===== config.mk =====
export PLATFORM = sky130hd
export DESIGN_NAME = alu_iter
export DESIGN_NICKNAME = d
export VERILOG_FILES = /design/src/rtl/alu_pkg.sv /design/src/rtl/alu_muldiv_iter.sv /design/src/rtl/alu_iter.sv
export SDC_FILE = /design/constraint.sdc
export NUM_CORES = 1
export LEC_CHECK = 0
export CORE_ASPECT_RATIO = 1.75
export CORE_MARGIN = 5
export CORE_UTILIZATION = 60
export CTS_CLUSTER_DIAMETER = 30
export DETAILED_ROUTE_END_ITERATION = 7
export PLACE_DENSITY = 0.84
export SYNTH_ARGS = -nofsm -noshare
export SYNTH_HDL_FRONTEND = slang
export SYNTH_SLANG_ARGS = --single-unit

===== constraint.sdc =====
create_clock -name clk -period 4.4 [get_ports clk]
set_input_delay 0.44 -clock clk [delete_from_list [all_inputs] [get_ports clk]]
set_output_delay 0.44 -clock clk [all_outputs]
set_load 0.01 [all_outputs]

===== src/rtl/alu_pkg.sv =====
// rtl/alu_pkg.sv - ALU op encodings and shared helpers
// Contents:
//   ALU_OP_W    width of the op field
//   alu_op_e    RV32I integer ops followed by the M-extension ops
//   is_muldiv   true for the M-extension encodings
package alu_pkg;

    localparam int ALU_OP_W = 5;

    typedef enum logic [ALU_OP_W-1:0] {
        ADD    = 5'd0,
        SUB    = 5'd1,
        SLT    = 5'd2,
        SLTU   = 5'd3,
        XOR    = 5'd4,
        OR     = 5'd5,
        AND    = 5'd6,
        SLL    = 5'd7,
        SRL    = 5'd8,
        SRA    = 5'd9,
        MUL    = 5'd10,
        MULH   = 5'd11,
        MULHSU = 5'd12,
        MULHU  = 5'd13,
        DIV    = 5'd14,
        DIVU   = 5'd15,
        REM    = 5'd16,
        REMU   = 5'd17
    } alu_op_e;

    function automatic logic is_muldiv(input alu_op_e op);
        return op inside {MUL, MULH, MULHSU, MULHU, DIV, DIVU, REM, REMU};
    endfunction

endpackage


===== src/rtl/alu_muldiv_iter.sv =====
// rtl/alu_muldiv_iter.sv - iterative shift-add multiplier / restoring divider
// Present only when ALU_MULDIV_EN is defined.
// Ports:
//   clk, rst      clock, asynchronous active-high reset
//   start         capture op/a/b and begin XLEN iterations
//   op, a, b      M-extension op and operands (sampled on start)
//   done          high in the last iteration cycle; result valid then
//   result        sign-corrected XLEN-bit result (valid with done)
`ifdef ALU_MULDIV_EN
module alu_muldiv_iter
    import alu_pkg::*;
#(
    parameter int XLEN = 32
) (
    input  logic            clk,
    input  logic            rst,
    input  logic            start,
    input  alu_op_e         op,
    input  logic [XLEN-1:0] a,
    input  logic [XLEN-1:0] b,
    output logic            done,
    output logic [XLEN-1:0] result
);

    localparam int CW = $clog2(XLEN);

    logic [CW-1:0]     count;
    logic              busy;
    logic [2*XLEN-1:0] acc;
    logic [2*XLEN-1:0] acc_next;
    logic [XLEN-1:0]   mag_b;
    logic              div_q;
    logic              hi_q;
    logic              rem_q;
    logic              neg_q;
    logic              neg_rem_q;

    // Operand conditioning at start
    logic              signed_a;
    logic              signed_b;
    logic              neg_a;
    logic              neg_b;
    logic [XLEN-1:0]   mag_a_in;
    logic [XLEN-1:0]   mag_b_in;

    always_comb begin
        signed_a = op inside {MULH, MULHSU, DIV, REM};
        signed_b = op inside {MULH, DIV, REM};
        neg_a    = signed_a & a[XLEN-1];
        neg_b    = signed_b & b[XLEN-1];
        // The most-negative value negates to itself, which is the correct
        // unsigned magnitude.
        mag_a_in = neg_a ? (~a + 1'b1) : a;
        mag_b_in = neg_b ? (~b + 1'b1) : b;
    end

    // One iteration step on the shared 2*XLEN register.
    // mul: {partial product high, multiplier low}, shift right with add.
    // div: {partial remainder high, dividend/quotient low}, shift left with
    //      trial subtract; the remainder stays below mag_b so it fits XLEN.
    logic [XLEN:0] sum;
    logic [XLEN:0] rem_sh;
    logic [XLEN:0] diff;

    always_comb begin
        sum      = {1'b0, acc[2*XLEN-1:XLEN]} + {1'b0, mag_b};
        rem_sh   = acc[2*XLEN-1:XLEN-1];
        diff     = rem_sh - {1'b0, mag_b};
        acc_next = acc;
        if (div_q) begin
            if (!diff[XLEN]) begin
                acc_next = {diff[XLEN-1:0], acc[XLEN-2:0], 1'b1};
            end else begin
                acc_next = {rem_sh[XLEN-1:0], acc[XLEN-2:0], 1'b0};
            end
        end else begin
            if (acc[0]) begin
                acc_next = {sum, acc[XLEN-1:1]};
            end else begin
                acc_next = {1'b0, acc[2*XLEN-1:1]};
            end
        end
    end

    // Sign fix-up applied to the final step's value
    logic [2*XLEN-1:0] prod;
    logic [XLEN-1:0]   quo;
    logic [XLEN-1:0]   rmd;

    always_comb begin
        prod = neg_q ? (~acc_next + 1'b1) : acc_next;
        quo  = neg_q ? (~acc_next[XLEN-1:0] + 1'b1) : acc_next[XLEN-1:0];
        rmd  = neg_rem_q ? (~acc_next[2*XLEN-1:XLEN] + 1'b1)
                         : acc_next[2*XLEN-1:XLEN];
        if (div_q) begin
            result = rem_q ? rmd : quo;
        end else begin
            result = hi_q ? prod[2*XLEN-1:XLEN] : prod[XLEN-1:0];
        end
    end

    assign done = busy && (count == CW'(XLEN - 1));

    always_ff @(posedge clk or posedge rst) begin
        if (rst) begin
            count     <= '0;
            busy      <= 1'b0;
            acc       <= '0;
            mag_b     <= '0;
            div_q     <= 1'b0;
            hi_q      <= 1'b0;
            rem_q     <= 1'b0;
            neg_q     <= 1'b0;
            neg_rem_q <= 1'b0;
        end else if (start) begin
            count     <= '0;
            busy      <= 1'b1;
            acc       <= {{XLEN{1'b0}}, mag_a_in};
            mag_b     <= mag_b_in;
            div_q     <= op inside {DIV, DIVU, REM, REMU};
            hi_q      <= op inside {MULH, MULHSU, MULHU};
            rem_q     <= op inside {REM, REMU};
            neg_q     <= neg_a ^ neg_b;
            neg_rem_q <= neg_a;
        end else if (busy) begin
            acc   <= acc_next;
            count <= count + 1'b1;
            if (done) begin
                busy <= 1'b0;
            end
        end
    end

endmodule
`endif


===== src/rtl/alu_iter.sv =====
// rtl/alu_iter.sv - multi-cycle RV32IM ALU with valid/ready handshakes
// Optional feature macro: ALU_MULDIV_EN (iterative mul/div; M ops give 0 otherwise)
// Ports:
//   clk, reset           clock, asynchronous active-high reset
//   in_valid, in_ready   operand handshake; transfer on in_valid & in_ready
//   op, a, b             operation and operands, captured at accept
//   out_valid, out_ready result handshake; result held until out_ready
//   result               registered XLEN-bit result
module alu_iter
    import alu_pkg::*;
#(
    parameter int XLEN = 32
) (
    input  logic            clk,
    input  logic            reset,
    input  logic            in_valid,
    output logic            in_ready,
    input  alu_op_e         op,
    input  logic [XLEN-1:0] a,
    input  logic [XLEN-1:0] b,
    output logic            out_valid,
    input  logic            out_ready,
    output logic [XLEN-1:0] result
);

    localparam int SHW = $clog2(XLEN);

    typedef enum logic [1:0] {
        S_IDLE,
        S_CALC,
        S_DONE
    } state_e;

    state_e          state;
    logic            accept;
    logic [XLEN-1:0] fast_res;
    logic [XLEN-1:0] diff;
    logic [SHW-1:0]  shamt;
    logic            slt;
    logic            md_iter;
    logic            md_done;
    logic [XLEN-1:0] md_result;

    // A finished result frees the block in the same cycle it is consumed.
    assign in_ready = (state == S_IDLE) || ((state == S_DONE) && out_ready);
    assign accept   = in_valid && in_ready;

    assign diff  = a - b;
    assign shamt = b[SHW-1:0];
    // Differing signs decide directly; otherwise the difference cannot
    // overflow and its sign bit is the answer.
    assign slt   = (a[XLEN-1] != b[XLEN-1]) ? a[XLEN-1] : diff[XLEN-1];

`ifdef ALU_MULDIV_EN
    logic div_zero;
    logic div_ovf;

    assign div_zero = (op inside {DIV, DIVU, REM, REMU}) && (b == '0);
    assign div_ovf  = (op inside {DIV, REM}) &&
                      (a == {1'b1, {(XLEN-1){1'b0}}}) && (b == '1);
    assign md_iter  = is_muldiv(op) && !div_zero && !div_ovf;

    alu_muldiv_iter #(
        .XLEN(XLEN)
    ) u_muldiv (
        .clk    (clk),
        .rst    (reset),
        .start  (accept && md_iter),
        .op     (op),
        .a      (a),
        .b      (b),
        .done   (md_done),
        .result (md_result)
    );
`else
    assign md_iter   = 1'b0;
    assign md_done   = 1'b0;
    assign md_result = '0;
`endif

    // Single-cycle datapath, also covering the mul/div special cases
    always_comb begin
        fast_res = '0;
        case (op)
            ADD:  fast_res = a + b;
            SUB:  fast_res = diff;
            SLT:  fast_res = {{(XLEN-1){1'b0}}, slt};
            SLTU: fast_res = {{(XLEN-1){1'b0}}, (a < b)};
            XOR:  fast_res = a ^ b;
            OR:   fast_res = a | b;
            AND:  fast_res = a & b;
            SLL:  fast_res = a << shamt;
            SRL:  fast_res = a >> shamt;
            SRA:  fast_res = $unsigned($signed(a) >>> shamt);
`ifdef ALU_MULDIV_EN
            DIV, DIVU: fast_res = div_zero ? '1 : a;
            REM, REMU: fast_res = div_zero ? a : '0;
`endif
            default: fast_res = '0;
        endcase
    end

    always_ff @(posedge clk or posedge reset) begin
        if (reset) begin
            state     <= S_IDLE;
            out_valid <= 1'b0;
            result    <= '0;
        end else begin
            case (state)
                S_IDLE, S_DONE: begin
                    if (accept) begin
                        if (md_iter) begin
                            state     <= S_CALC;
                            out_valid <= 1'b0;
                        end else begin
                            state     <= S_DONE;
                            out_valid <= 1'b1;
                            result    <= fast_res;
                        end
                    end else if ((state == S_DONE) && out_ready) begin
                        state     <= S_IDLE;
                        out_valid <= 1'b0;
                    end
                end
                S_CALC: begin
                    if (md_done) begin
                        state     <= S_DONE;
                        out_valid <= 1'b1;
                        result    <= md_result;
                    end
                end
                default: begin
                    state     <= S_IDLE;
                    out_valid <= 1'b0;
                end
            endcase
        end
    end

endmodule

# ---- Yosys cells after proc, flatten, opt, wreduce, memory -nomap -nowiden
# Index checks and enable logic that the tools add are counted.
dict set report word_totals {
  register_bits 35
  out_inout_bits 34
  wordCells 42
}
dict set report op_classes {
  add_sub_neg 2
  order_cmp 1
  n_eq_ne 13
  shifts 3
  n_mux 8
  bitwise 4
  reduce_logical 8
}
# operator count
set op_table {}
lappend op_table {{$pmux 32 s10} 1}
lappend op_table {{$add 32x32->32} 1}
lappend op_table {{$and 32x32->32} 1}
lappend op_table {{$lt 32x32->1} 1}
lappend op_table {{$or 32x32->32} 1}
lappend op_table {{$shl 32x5->32} 1}
lappend op_table {{$shr 32x5->32} 1}
lappend op_table {{$sshr 32x5->32} 1}
lappend op_table {{$sub 32x32->32} 1}
lappend op_table {{$xor 32x32->32} 1}
lappend op_table {{$eq 5x3->1 const B} 4}
lappend op_table {{$eq 5x2->1 const B} 2}
lappend op_table {{$eq 5x4->1 const B} 2}
lappend op_table {{$eq 5x1->1 const B} 1}
lappend op_table {{$logic_not 5->1} 1}
lappend op_table {{$mux 2} 2}
lappend op_table {{$pmux 2 s2} 1}
lappend op_table {{$reduce_and 2->1} 2}
lappend op_table {{$mux 1} 3}
lappend op_table {{$ne 3x3->1 const B} 1}
lappend op_table {{$eq 2x1->1 const B} 1}
lappend op_table {{$eq 2x2->1 const B} 1}
lappend op_table {{$logic_and 1x1->1} 2}
lappend op_table {{$logic_not 2->1} 1}
lappend op_table {{other kinds (5)} 5}

# ---- Logic depth before layout (Yosys ltp)
# Gate-level depths: netlist of the first run.
dict set report logic_depth {
  word_depth 6
  mapped_depth 21
  ltp_nobuf 16
}

# ---- Worst setup path after synthesis of the first run
# OpenSTA, ideal clock, no wires.
dict set report synth_path {
  path_type {input to register}
  from {input b[2]}
  to {register result[31]}
  setup_time_ps 135
  arrival_ps 3902
  slack_ps 363
  path_stages 20
  cell_sequence {buf_6 inv_2 buf_6 buf_2 buf_1 ha_1 buf_2 nand2b_1 o311ai_0 a21oi_1 o21ai_0 a21oi_1 o21bai_1 nor2b_1 o31ai_1 fa_1 a22oi_1 o2111ai_1 a211oi_1 o21ai_0}
}
dict set report synth_between {
  elab_chain_len 2
}
# element line_no
set synth_rtl {}
lappend synth_rtl {{start, declared} alu_iter.sv:20} ;# input logic [XLEN-1:0] b,
lappend synth_rtl {{$sub 32x32->32 (tied with other cells)} alu_iter.sv:48} ;# assign diff = a - b;
lappend synth_rtl {{$pmux 32 s10 *} alu_iter.sv:84} ;# case (op)
lappend synth_rtl {{end signal, assigned} alu_iter.sv:118} ;# result <= fast_res;
lappend synth_rtl {{end signal, assigned} alu_iter.sv:129} ;# result <= md_result;
lappend synth_rtl {{end, declared} alu_iter.sv:23} ;# output logic [XLEN-1:0] result
# Mark *: on every way between the ends. The rest lies on a longest branch, timed or not.
# A chain may end at the register's enable or synchronous reset.

# ---- Worst setup path in the final report of the first run
dict set report layout_path {
  from {input a[21]}
  to {register result[31]}
}
dict set report layout_between {
  elab_chain_len 2
}
# element line_no
set layout_rtl {}
lappend layout_rtl {{start, declared} alu_iter.sv:19} ;# input logic [XLEN-1:0] a,
lappend layout_rtl {{$sub 32x32->32 (tied with other cells)} alu_iter.sv:48}
lappend layout_rtl {{$pmux 32 s10 *} alu_iter.sv:84}
# Marks and branches as above.

==> qor.yml, run 1 <==
dr.pass1.iters: 6
min_period_ns: 4.18
synth-edff-count: 0
cpMaxStageDelayCell: "or4_1"
n_fill_cell: 1436
dieWidth_um: 109
required_ns: 4.55
cp_cell_sequence: "clkdlybuf4s50_1 -> inv_1 -> ha_1 -> or4_1 -> nand4b_1 -> a21oi_1 -> nor4_1 -> a21oi_1 -> o21bai_1 -> nor2b_1 -> o31ai_1 -> fa_1 -> a22oi_1 -> o2111ai_1 -> a211oi_1 -> o21ai_0"
crit_top_cell: "a21oi_1"
synthFlopType: "dfrtp_1"
finish.instance_area_sq_mm: 0.0121
synth_area_sq_mm: 0.0103
crit_type: "in2reg"
cts_sinks: 33
comb_power_share: 0.669
synth_cell_type_count: 92
fmax_ghz: 0.239
tightest_slew_ns: 0.953
synthToLayoutAreaGrowth_pct: 17.2
rows: 63
avgSynthCellArea_sq_um: 7.20
slew_violations: 0
post-route-period-util: 0.950
place_area_sq_mm: 0.0119
synth_top_area_frac: 0.121
peakVddDrop_mv: 0.186
p_int_mw: 1.08
cts_resized: 0
numPortBuffers: 106
synth.area.top_cells: "ha_1 12%, dfrtp_1 8.0%, mux4_2 7.2%"
p_per_area_mw_per_mm2: 173
crit_fanout: 2
start_util: 0.608
synth.largest_area_cell: "ha_1"
r2r_setup_slack_ns: 2.06
fin_nets: 1717
switching_power_mw: 1.01
max_cap_viol_count: 0
postCtsSetupBuffers: 0
postSynth.asyncResetShare: 1.00
drive_above_1_share: 0.138
synthCells: 1430
cts_tree: "built"
gp_congestion: 1.12
coreArea_sq_mm: 0.0169
die-area_sq_mm: 0.0200
synth_nets: 1606
wl_um: 47600
whs_ns: 0.487
switching_share: 0.484
grt_overflow: 0
critPathLaunchType: "primary input"
finalSetupViolCount: 0
rsz0062_at_grt: "no"
final_cell_mix: "144 x nor2_1, 144 x a21oi_1, 138 x nand2_1"
status: "finished, final reports clean"
worstHoldPathCells: 2
antenna_found_initial: 2
drtIter0Drc: 1525
h-tree-depth: 2
routed-via-count: 13000
ant_nets: 0
grt_pass1_wl_um: 71000
ios: 107
clk_pin_slew_worst_paths_ns: 0.06
postCtsHoldBufs: 0
max-slew-margin-rel: 0.360
p_seq_frac: 0.161
grt_max_degree: 103
grt_pass1_vias: 12200
hold_viol_final: 0
tns_ns: 0
crit_cells: 16
max-clock-path-buffers: 2
clkPwrFrac: 0.170
wire_per_inst_um: 26.9
cp-end-kind: "flip-flop"
leakage_nw: 5.20
critPathBufInv: 2
cts_buffers: 5
holdCritPathClass: "reg2reg"
gr-usage-all-layers: 0.469
skew_ns: 0.00489
dp_hpwl_um: 37700
viasPerCell: 7.33
ff2ff_path_depth: 9
cpPeakStageDelay_ns: 0.58
synth_warnings: 0
drcViolationCount: 0
die_h_um: 183
clockRootBuffer: "clkbuf_16"
ys_seq_area_frac: 0.0802
path_delay_family: "compound AO/OA/AOI/OAI gates"
clk_latency_ns: 0.29
synth-seq-cells: 33
crit_arrival_ns: 4.33
## sequential cells by signal (all words and copies together), names as in the netlist
signal and count:
result 32, out_valid 1
## Yosys cell counts, types with 19 or more instances
library cell / n
a211oi_1: 24
a21oi_1: 144
a221oi_1: 27
a31oi_1: 19
buf_2: 31
clkbuf_1: 58
dfrtp_1: 33
ha_1: 100
inv_1: 92
mux2_2: 21
mux2i_1: 51
mux4_2: 33
nand2_1: 138
nor2_1: 144
nor3_1: 38
o211ai_1: 33
o21ai_0: 108
## layout make-up
| type | count | area, sq um | area share |
|---|---|---|---|
| antenna | 1 | 2.50 | 0.000207 |
| clock inverter | 3 | 17.5 | 0.00145 |
| multi-input combinational | 1186 | 8570 | 0.709 |
| timing repair buffer | 218 | 1890 | 0.157 |
| tap | 227 | 284 | 0.0235 |
| clock buffer | 5 | 125 | 0.0104 |
| inverter | 97 | 364 | 0.0301 |
| sequential | 33 | 826 | 0.0684 |
## worst min-delay path: stages, from the launching register on
cell and delay [ns]:
dfrtp_1 0.34, nand2_1 0.04, o21ai_0 0.07
## power groups by stage
stage	registers (mW)	logic (mW)	clock network [mW]
after floorplan	0.349	0.810	0
after global placement	0.340	1.32	0
after detailed placement	0.342	1.33	0
after CTS	0.336	1.34	0.354
after global routing	0.339	1.47	0.362
final	0.337	1.40	0.355
## path summary, 6_finish.rpt
path	start	to
worst max-delay path	a[21]	result[31]$_DFFE_PP0P_
worst min-delay path	result[22]$_DFFE_PP0P_	result[22]$_DFFE_PP0P_
worst max register to register	out_valid$_DFFE_PP0P_	result[29]$_DFFE_PP0P_
worst min register to register	result[22]$_DFFE_PP0P_	result[22]$_DFFE_PP0P_
max in group asynchronous	reset	result[27]$_DFFE_PP0P_
min in group asynchronous	reset	result[8]$_DFFE_PP0P_
## metal layers
metal,GRT usage,vias to the layer above,part of all wire
met1,0.530,5967,0.33
met2,0.756,1071,0.46
met4,0.372,2,0.10
met5,0,-,0.00023
met3,0.0930,338,0.11
li1,-,5597,-
## cell families after synthesis
family	count (synthesis)	share of synthesized area
flip-flops	33	0.0802
AO/OA/AOI/OAI	528	0.339
XOR/XNOR	6	0.00510
AND/OR/NAND/NOR	437	0.198
buffers and inverters	211	0.0898
adder cells (fa/ha/maj)	103	0.127
multiplexers	112	0.161
## per-stage QoR
| step | util | setup slack [ns] | power (mW) | instances |
|---|---|---|---|---|
| floorplan | - | 0.363 | 1.16 | 1430 |
| global placement | 0.704 | 0.120 | 1.66 | 1761 |
| detailed placement | 0.704 | -0.0120 | 1.68 | 1761 |
| CTS | 0.713 | 0.266 | 2.03 | 1769 |
| global route | 0.713 | 0.0784 | 2.17 | 1769 |
| finish | 0.713 | 0.222 | 2.09 | 1770 |
(Power assumes the default switching activity.)
==> run 2: changes to the inputs <==
--- a/config.mk
+++ b/config.mk
@@ -7,10 +7,11 @@
 export LEC_CHECK = 0
 export CORE_ASPECT_RATIO = 1.75
 export CORE_MARGIN = 5
-export CORE_UTILIZATION = 60
+export CORE_UTILIZATION = 54
 export CTS_CLUSTER_DIAMETER = 30
 export DETAILED_ROUTE_END_ITERATION = 7
-export PLACE_DENSITY = 0.84
+export PLACE_DENSITY = 0.8
+export RECOVER_POWER = 25
 export SYNTH_ARGS = -nofsm -noshare
 export SYNTH_HDL_FRONTEND = slang
 export SYNTH_SLANG_ARGS = --single-unit
==> constraint.sdc (replaced) <==
create_clock -name clk -period 3.4 [get_ports clk]
set_input_delay 0.34 -clock clk [delete_from_list [all_inputs] [get_ports clk]]
set_output_delay 0.34 -clock clk [all_outputs]
set_load 0.01 [all_outputs]
==> run 2 against run 1 <==
Die area rose by 10%. Critical path depth did not move. The run now ends with capacitance limit, slew limit, setup timing left. Core utilization rose by 4.0 points. Clock power rose by 34%. Sequential cell count did not move. First-iteration DRC count did not move. Via count rose by 6.9%. Total power rose by 48%. Largest cell class unchanged. Non-clock buffer count rose by 207. Highest routed layer unchanged. Count of clock-buffer cells in the layout did not move. Design area rose by 18%. Worst hold slack got worse by 0.014 ns.
==> qor.yml, run 2 (synthesis gave the netlist of run 1 again) <==
status: "complete, but fails checks"
violations: "capacitance limit, slew limit, setup timing"
rows: 67
cts_sinks: 33
path_delay_family: "compound AO/OA/AOI/OAI gates"
tns_ns: -0.173
r2r_start: "out_valid$_DFFE_PP0P_"
ant_nets: 0
top_register: "result"
grt_max_degree: 67
hold_viol_final: 0
post-route-util: 0.753
dp_hpwl_um: 40300
crit_type: "in2reg"
hold_start: "result[1]$_DFFE_PP0P_"
routed-via-count: 13900
cpPeakStageDelay_ns: 0.52
p_per_area_mw_per_mm2: 217
holdCritPathClass: "reg2reg"
postCtsHoldBufs: 0
die-area_sq_mm: 0.0220
grt_overflow: 0
top_regs: "result: 32 flops, out_valid: 1 flops"
min_period_ns: 3.57
gr-usage-all-layers: 0.453
grt_pass1_vias: 13400
final_common_cell: "buf_4"
ios: 107
cp-end-kind: "flip-flop"
drive_above_1_share: 0.291
wl_um: 51500
coreArea_sq_mm: 0.0189
crit_fanout: 2
cpMaxStageDelayCell: "or4_4"
clkPwrFrac: 0.154
h-tree-depth: 2
cp_cell_sequence: "clkdlybuf4s15_1 -> inv_2 -> ha_4 -> or4_4 -> nand4b_1 -> a21oi_2 -> nor4_4 -> a21oi_2 -> o21bai_1 -> nor2b_4 -> o31ai_4 -> fa_1 -> a22oi_2 -> o2111ai_1 -> a211oi_2 -> o21ai_1"
max_cap_viol_count: 1
fmax_ghz: 0.280
drcViolationCount: 0
drtIter0Drc: 1525
post-route-period-util: 1.05
critPathBufInv: 2
layoutNonFillerInstCount: 1992
die_h_um: 193
comb_power_share: 0.705
final_cell_mix: "314 x buf_4, 139 x nor2_1, 138 x nand2_1"
skew_ns: 0.00362
cts_buffers: 5
leakage_nw: 6.35
synthToLayoutAreaGrowth_pct: 38.4
slew_violations: 34
clk_latency_ns: 0.30
antenna_found_initial: 2
wire_per_inst_um: 25.8
numPortBuffers: 106
dr.pass1.iters: 6
place_inst: 1972
max-clock-path-buffers: 2
fin_nets: 1924
finalSetupViolCount: 1
max-slew-margin-rel: -0.305
p_int_mw: 1.65
dp_slack_ns: -1.01
gp_congestion: 1.15
cts_tree: "built"
p_seq_frac: 0.141
timing.final.ws_setup_ns: -0.173
tightest_slew_ns: 1.96
crit_top_cell: "a21oi_2"
clockRootBuffer: "clkbuf_16"
start_util: 0.544
crit_arrival_ns: 3.74
required_ns: 3.57
switching_share: 0.467
largest_reg_flops: 32
crit_start: "b[20]"
peakVddDrop_mv: 0.337
grt_pass1_wl_um: 76000
viasPerCell: 6.96
whs_ns: 0.473
critPathLaunchType: "primary input"
switching_power_mw: 1.45
dieWidth_um: 114
rsz0062_at_grt: "yes"
clk_pin_slew_worst_paths_ns: 0.06
-- run 2: cell types whose count changed in the layout (fill, tap and decap cells not counted), sizes merged --
cell,change
buf,+208
clkbuf,+1
clkdlybuf4s15,+5
clkdlybuf4s50,-23
diode,+1
dlygate4sd2,+8
dlygate4sd3,+2
dlymetal6s2s,+6
-- run 2: path summary, 6_finish.rpt --
| check | end | slack, ns | depth (start not counted) |
|---|---|---|---|
| setup / recovery | result[31]$_DFFE_PP0P_ | -0.17 | 16 |
| hold / removal | result[1]$_DFFE_PP0P_ | 0.47 | 2 |
| setup reg to reg | result[24]$_DFFE_PP0P_ | 1.06 | 10 |
| hold reg to reg | result[1]$_DFFE_PP0P_ | 0.47 | 2 |
| max in group asynchronous | result[24]$_DFFE_PP0P_ | 1.09 | 3 |
| min in group asynchronous | result[2]$_DFFE_PP0P_ | 1.17 | 3 |
-- run 2: timing repair --
item | 4_1_cts | 5_1_grt
gates resized for setup | 72 | 60
endpoints found under the setup margin | 8 | 18
endpoints found under the hold margin | 0 | 0
setup buffers | 5 | 6
pin swaps | 18 | 25
-- run 2: metrics by stage --
stage	cell area, sq um	total power, mW
final	14300	3.09
after global routing	14300	3.22
after CTS	13900	2.93
after detailed placement	13600	2.43
after global placement	13600	2.39
after floorplan	10400	1.53
-- run 2: per-layer routing --
| layer | vias up | global-route usage | part of all wire |
|---|---|---|---|
| li1 | 5992 | - | - |
| met1 | 6336 | 0.498 | 0.33 |
| met2 | 1141 | 0.726 | 0.45 |
| met3 | 401 | 0.0922 | 0.11 |
| met4 | 2 | 0.403 | 0.11 |
| met5 | - | 0 | 0.00014 |
-- run 2: cell type report --
type / instances / area (sq um)
antenna: 2 / 5.00
clock buffer: 5 / 125
clock inverter: 3 / 17.5
fill: 1552 / 4680
inverter: 97 / 372
multi-input combinational: 1186 / 9120
sequential: 33 / 826
tap: 241 / 302
timing repair buffer: 425 / 3500
-- run 2: worst register-to-register path: cells and delay by family, from the launching register on --
family | cells | cell delay (ns)
AOI/OAI and AO/OA | 6 | 1.04
and+or+nand+nor | 3 | 0.52
DFF | 1 | 0.38
buffers and inverters | 1 | 0.28
-- run 2: power by group through the flow --
stage                     combinational (mW)  sequential [mW]  clock, mW
after global routing                    2.30            0.438      0.482
after CTS                               2.03            0.435      0.465
after global placement                  1.95            0.441          0
after floorplan                         1.08            0.451          0
final                                   2.18            0.435      0.476
after detailed placement                1.98            0.442          0
